### config.mk
export PLATFORM = sky130hd
export DESIGN_NAME = video_frame_counter
export DESIGN_NICKNAME = d
export VERILOG_FILES = /design/src/rtl/video_pkg.sv /design/src/rtl/video_sync_dly.sv /design/src/rtl/video_frame_counter.sv
export SDC_FILE = /design/constraint.sdc
export NUM_CORES = 1
export LEC_CHECK = 0
export BUFFER_PORTS_ARGS = -buffer_cell sky130_fd_sc_hd__buf_2
export CAP_MARGIN = 20
export CORE_ASPECT_RATIO = 1.4
export CORE_MARGIN = 2
export CORE_UTILIZATION = 53
export CTS_CLUSTER_SIZE = 30
export DETAILED_ROUTE_END_ITERATION = 8
export GPL_ROUTABILITY_DRIVEN = 0
export HOLD_SLACK_MARGIN = 0.06
export PLACE_DENSITY = 0.89
export SYNTH_ARGS = -nofsm -noshare
export SYNTH_HDL_FRONTEND = slang
export SYNTH_SLANG_ARGS = --single-unit
### constraint.sdc
create_clock -name clk -period 2.8 [get_ports clk]
set_input_delay 0.84 -clock clk [delete_from_list [all_inputs] [get_ports clk]]
set_output_delay 0.84 -clock clk [all_outputs]
set_load 0.02 [all_outputs]
### src/rtl/video_pkg.sv
// Shared coordinate type, default 640x480 timing constants and the sync bundle type
// used by video_frame_counter and video_sync_dly.
package video_pkg;

  localparam int unsigned CoordW   = 11;
  localparam int unsigned CoordMax = 2047;

  typedef logic [CoordW-1:0] coord_t;

  // 640x480 @ 60 Hz, pixel/line units
  localparam int unsigned HActive = 640;
  localparam int unsigned HFront  = 16;
  localparam int unsigned HSyncW  = 96;
  localparam int unsigned HBack   = 48;
  localparam int unsigned VActive = 480;
  localparam int unsigned VFront  = 10;
  localparam int unsigned VSyncW  = 2;
  localparam int unsigned VBack   = 33;

  typedef struct packed {
    logic hsync;
    logic vsync;
    logic video_on;
  } sync_t;

  // Syncs are active-low, so the idle bundle is both syncs high with video off.
  localparam sync_t SyncIdle = '{hsync: 1'b1, vsync: 1'b1, video_on: 1'b0};

  function automatic int unsigned total_span(input int unsigned active, input int unsigned fp,
                                             input int unsigned sw, input int unsigned bp);
    return active + fp + sw + bp;
  endfunction

endpackage

### src/rtl/video_sync_dly.sv
// Fixed-depth shift register with asynchronous reset to a parameterised value; a depth
// of zero degenerates to a wire.
module video_sync_dly #(
  parameter int unsigned           Width    = 3,
  parameter int unsigned           Depth    = 1,
  parameter logic [Width-1:0]      ResetVal = '0
) (
  input  logic             clk,
  input  logic             reset,
  input  logic [Width-1:0] din,
  output logic [Width-1:0] dout
);

  if (Depth == 0) begin : g_pass
    logic unused_clk_rst;
    assign unused_clk_rst = clk ^ reset;
    assign dout = din;
  end else begin : g_pipe
    logic [Width-1:0] stage_q [Depth];

    // Shifts every clock, independent of any pixel enable.
    always_ff @(posedge clk or posedge reset) begin
      if (reset) begin
        for (int i = 0; i < Depth; i++) begin
          stage_q[i] <= ResetVal;
        end
      end else begin
        stage_q[0] <= din;
        for (int i = 1; i < Depth; i++) begin
          stage_q[i] <= stage_q[i-1];
        end
      end
    end

    assign dout = stage_q[Depth-1];
  end

endmodule

### src/rtl/video_frame_counter.sv
// Raster h/v counters with frame/line decodes. Defining VIDEO_FC_SYNC_EN adds the
// hsync/vsync/video_on outputs delayed by SYNC_DLY clocks through video_sync_dly.
module video_frame_counter
  import video_pkg::*;
#(
  parameter int unsigned HMAX     = HActive,
  parameter int unsigned VMAX     = VActive,
  parameter int unsigned HFP      = HFront,
  parameter int unsigned HSW      = HSyncW,
  parameter int unsigned HBP      = HBack,
  parameter int unsigned VFP      = VFront,
  parameter int unsigned VSW      = VSyncW,
  parameter int unsigned VBP      = VBack,
  parameter int unsigned SYNC_DLY = 1
) (
  input  logic        clk,
  input  logic        reset,
  input  logic        inc,
  input  logic        sync_clr,
  output logic [10:0] hcount,
  output logic [10:0] vcount,
  output logic        frame_start,
  output logic        frame_end,
  output logic        line_end
`ifdef VIDEO_FC_SYNC_EN
  ,
  output logic        hsync,
  output logic        vsync,
  output logic        video_on
`endif
);

  localparam int unsigned HT = total_span(HMAX, HFP, HSW, HBP);
  localparam int unsigned VT = total_span(VMAX, VFP, VSW, VBP);

  localparam coord_t HLast = coord_t'(HT - 1);
  localparam coord_t VLast = coord_t'(VT - 1);

  if (HT > CoordMax || VT > CoordMax) begin : g_span_check
    $error("video_frame_counter: HT/VT exceed 11-bit coordinate range");
  end

  if (SYNC_DLY > 3) begin : g_dly_check
    $error("video_frame_counter: SYNC_DLY must be 0..3");
  end

  coord_t hcount_q, hcount_d;
  coord_t vcount_q, vcount_d;

  always_comb begin
    hcount_d = hcount_q;
    vcount_d = vcount_q;
    if (sync_clr) begin
      hcount_d = '0;
      vcount_d = '0;
    end else if (inc) begin
      if (hcount_q == HLast) begin
        hcount_d = '0;
        vcount_d = (vcount_q == VLast) ? '0 : vcount_q + 1'b1;
      end else begin
        hcount_d = hcount_q + 1'b1;
      end
    end
  end

  always_ff @(posedge clk or posedge reset) begin
    if (reset) begin
      hcount_q <= '0;
      vcount_q <= '0;
    end else begin
      hcount_q <= hcount_d;
      vcount_q <= vcount_d;
    end
  end

  assign hcount      = hcount_q;
  assign vcount      = vcount_q;
  assign line_end    = (hcount_q == HLast);
  assign frame_start = (hcount_q == '0) && (vcount_q == '0);
  assign frame_end   = (hcount_q == HLast) && (vcount_q == VLast);

`ifdef VIDEO_FC_SYNC_EN
  localparam coord_t HActEnd = coord_t'(HMAX);
  localparam coord_t VActEnd = coord_t'(VMAX);
  localparam coord_t HsStart = coord_t'(HMAX + HFP);
  localparam coord_t HsEnd   = coord_t'(HMAX + HFP + HSW);
  localparam coord_t VsStart = coord_t'(VMAX + VFP);
  localparam coord_t VsEnd   = coord_t'(VMAX + VFP + VSW);

  sync_t sync_raw;
  sync_t sync_dly;

  always_comb begin
    sync_raw          = SyncIdle;
    sync_raw.hsync    = ~((hcount_q >= HsStart) && (hcount_q < HsEnd));
    sync_raw.vsync    = ~((vcount_q >= VsStart) && (vcount_q < VsEnd));
    sync_raw.video_on = (hcount_q < HActEnd) && (vcount_q < VActEnd);
  end

  video_sync_dly #(
    .Width    ($bits(sync_t)),
    .Depth    (SYNC_DLY),
    .ResetVal (SyncIdle)
  ) u_sync_dly (
    .clk   (clk),
    .reset (reset),
    .din   (sync_raw),
    .dout  (sync_dly)
  );

  assign hsync    = sync_dly.hsync;
  assign vsync    = sync_dly.vsync;
  assign video_on = sync_dly.video_on;
`endif

endmodule

==> impl_metrics.json <==
{
  "hold_path.class": "reg2reg",
  "worstPathArrival_ps": 1980,
  "status": "finished with violations",
  "max_cap_violations": 0,
  "seqPwrFrac_pct": 61.7,
  "slew_headroom_pct": 44.42,
  "pwr-share-clk_pct": 26.7,
  "synth_top_cell_area_share_pct": 41.12,
  "post-route-period-util_pct": 100.9,
  "vias_per_cell": 6.080,
  "ys_top_cells_by_area": "dfrtp_1 41%, a22o_1 4.6%, xor2_1 3.9%",
  "first_pass_iters": 4,
  "synth_area_leader_cell": "dfrtp_1",
  "max_freq_mhz": 354.1,
  "p_int_uw": 392.6,
  "dieArea_sq_um": 2950,
  "core_sq_um": 2391,
  "fin_nets": 188,
  "drv_slew": 0,
  "final_cells": 212,
  "p_comb_share_pct": 11.6,
  "overflow": 0,
  "fin_util_pct": 67.24,
  "yosysMostFrequentCell": "dfrtp_1",
  "p_sw_share_pct": 26.31,
  "drc_errors": 0,
  "power.density_nw_per_um2": 331.3,
  "grt_max_degree": 23,
  "postSynthCellCount": 144,
  "p_switching_uw": 140.2,
  "htreeDepth": 1,
  "fin_setup_tns_ps": -37.35,
  "dr.first_iter.drc_count": 43,
  "drive_gt1_share_pct": 26.97,
  "ys_seq_area_share_pct": 41.12,
  "synth_cell_types": 37,
  "violations": "negative setup slack",
  "cts_tree": "yes",
  "crit_path_max_fanout": 2,
  "die_height_microns": 63.47,
  "cts-root-buf": "clkbuf_4",
  "pre_cts_ws_ps": 261.5,
  "boundaryPins": 29,
  "grt_pass1_vias": 1240,
  "finalWirelength_microns": 3460,
  "vdd_drop_max_v": 0.0002572,
  "layout_setup_ws_ps": -23.83,
  "antenna_left": 0,
  "synth-seq-cells": 22,
  "grt_usage_pct": 26.33,
  "cts.sinks": 22,
  "grt_first_pass_wirelength_microns": 5858,
  "rsz0062_at_grt": "true",
  "port_buffers": 28,
  "synth-edff-count": 0,
  "ys.warnings.count": 0,
  "worstMarginPinSlew_ps": 832.8,
  "holdBufCountCts": 0,
  "finalCriticalPeriod_ps": 2824,
  "antenna_found_initial": 0,
  "final_hold_viol_count": 0,
  "die_w_microns": 46.48,
  "fin_skew_ps": 3.325,
  "finalSetupViolCount": 2,
  "rows": 21,
  "critPathKind": "reg2out",
  "hpwl_microns": 2490,
  "path_clk_slew_ps": 120,
  "clkLatencyLatePin_ps": 300,
  "endpoint_kind": "primary output",
  "synthArstFlopShare_pct": 100.0,
  "synth_area_sq_um": 1339,
  "critical_path.startpoint_type": "flop",
  "power.leakage_uw": 0.0008086,
  "clk_path_buf_depth": 2,
  "antennaDiodeCount": 0,
  "ys_top_cells_by_count": "22 x dfrtp_1, 13 x nor2_1, 10 x nand2_1",
  "avgSynthCellArea_sq_um": 9.297,
  "synth_fp_nets": 152,
  "required_ps": 1960,
  "avgRoutedWirePerCell_microns": 16.32,
  "synth_ff_type": "dfrtp_1",
  "placed_cells": 204,
  "start_util_pct": 55.99,
  "cts_made_buffers": 3,
  "area_delta_synth_final_pct": 20.09,
  "vias": 1289
}
[per-stage QoR]
stage	hold slack (ps)	cell area, sq um	total power (uW)
after floorplan	651.2	1344	377.8
after global routing	639.6	1608	552.0
after detailed placement	555.6	1519	396.2
final	607.0	1608	532.7
after CTS	605.1	1589	530.2
after global placement	567.1	1519	394.9
[state kept, by name, summed over array words and instances, names as in the netlist]
signal  count
hcount     11
vcount     11
[cells in the final DEF (no fill, tap or decap), drive strengths merged, types with 3 or more instances in the layout]
master  instances
dfrtp          22
nor2b           3
inv             9
nand4           6
a21oi           5
and3            5
and4            4
xor2            6
nand2          10
a22o            7
or4             4
clkbuf          3
ha              4
nor4            3
buf            35
nor3            7
nand3           5
o21ai           8
nor2           13
[worst max-delay path, cell delays in order (launching register included)]
cell and delay [ps]:
dfrtp_1 400, or4_4 560, or4_1 400, nor3_1 130, buf_2 190
[final cells by class]
cell class	instances	area, sq um
Multi-Input combinational cell	109	752.0
Fill cell	206	783.3
Clock buffer	3	22.52
Sequential cell	22	551.8
Tap cell	34	42.54
Inverter	9	33.78
Timing Repair Buffer	35	205.2
[cells by family (layout without fill, tap and decap cells)]
kind of cell             Yosys count  count (layout)  synth area share, %
multiplexers                       2               2                1.682
buffers and inverters             13              47                4.205
AND/OR/NAND/NOR                   65              65                27.01
XOR/XNOR                           7               7                4.580
flip-flops                        22              22                41.12
AO/OA/AOI/OAI                     31              31                17.66
adder cells (fa/ha/maj)            4               4                3.738
[power by group through the flow]
stage	clock network, uW	logic [uW]	registers [uW]
after global placement	0	60.1	335
after floorplan	0	39.1	339
after detailed placement	0	61.6	335
after global routing	153	68.9	330
after CTS	140	61.7	329
final	142	61.7	329
[final timing paths]
check / start / end / slack (ps) / cells after the start
worst max-delay path: hcount[10] / frame_start / -20 / 4
worst min-delay path: vcount[10] / vcount[10] / 610 / 1
worst max register to register: hcount[10] / vcount[0] / 680 / 6
worst min register to register: vcount[10] / vcount[10] / 610 / 1
max in group asynchronous: reset / hcount[5] / 1560 / 2
min in group asynchronous: reset / hcount[5] / 680 / 2
[per-layer routing]
| metal | vias up | global-route usage (%) | part of all wire, % |
|---|---|---|---|
| li1 | 604 | - | - |
| met1 | 631 | 34.39 | 40 |
| met2 | 50 | 44.62 | 54 |
| met3 | 4 | 2.579 | 5.2 |
| met4 | 0 | 7.143 | 0.98 |
| met5 | - | 0 | 0 |
[timing repair]
item	CTS	global route
buffers inserted	3	2
endpoints found under the setup margin	1	2
resized for setup	2	2
pin swaps	1	1
hold endpoints to repair	0	0
Power figures use the tool's default switching activity.
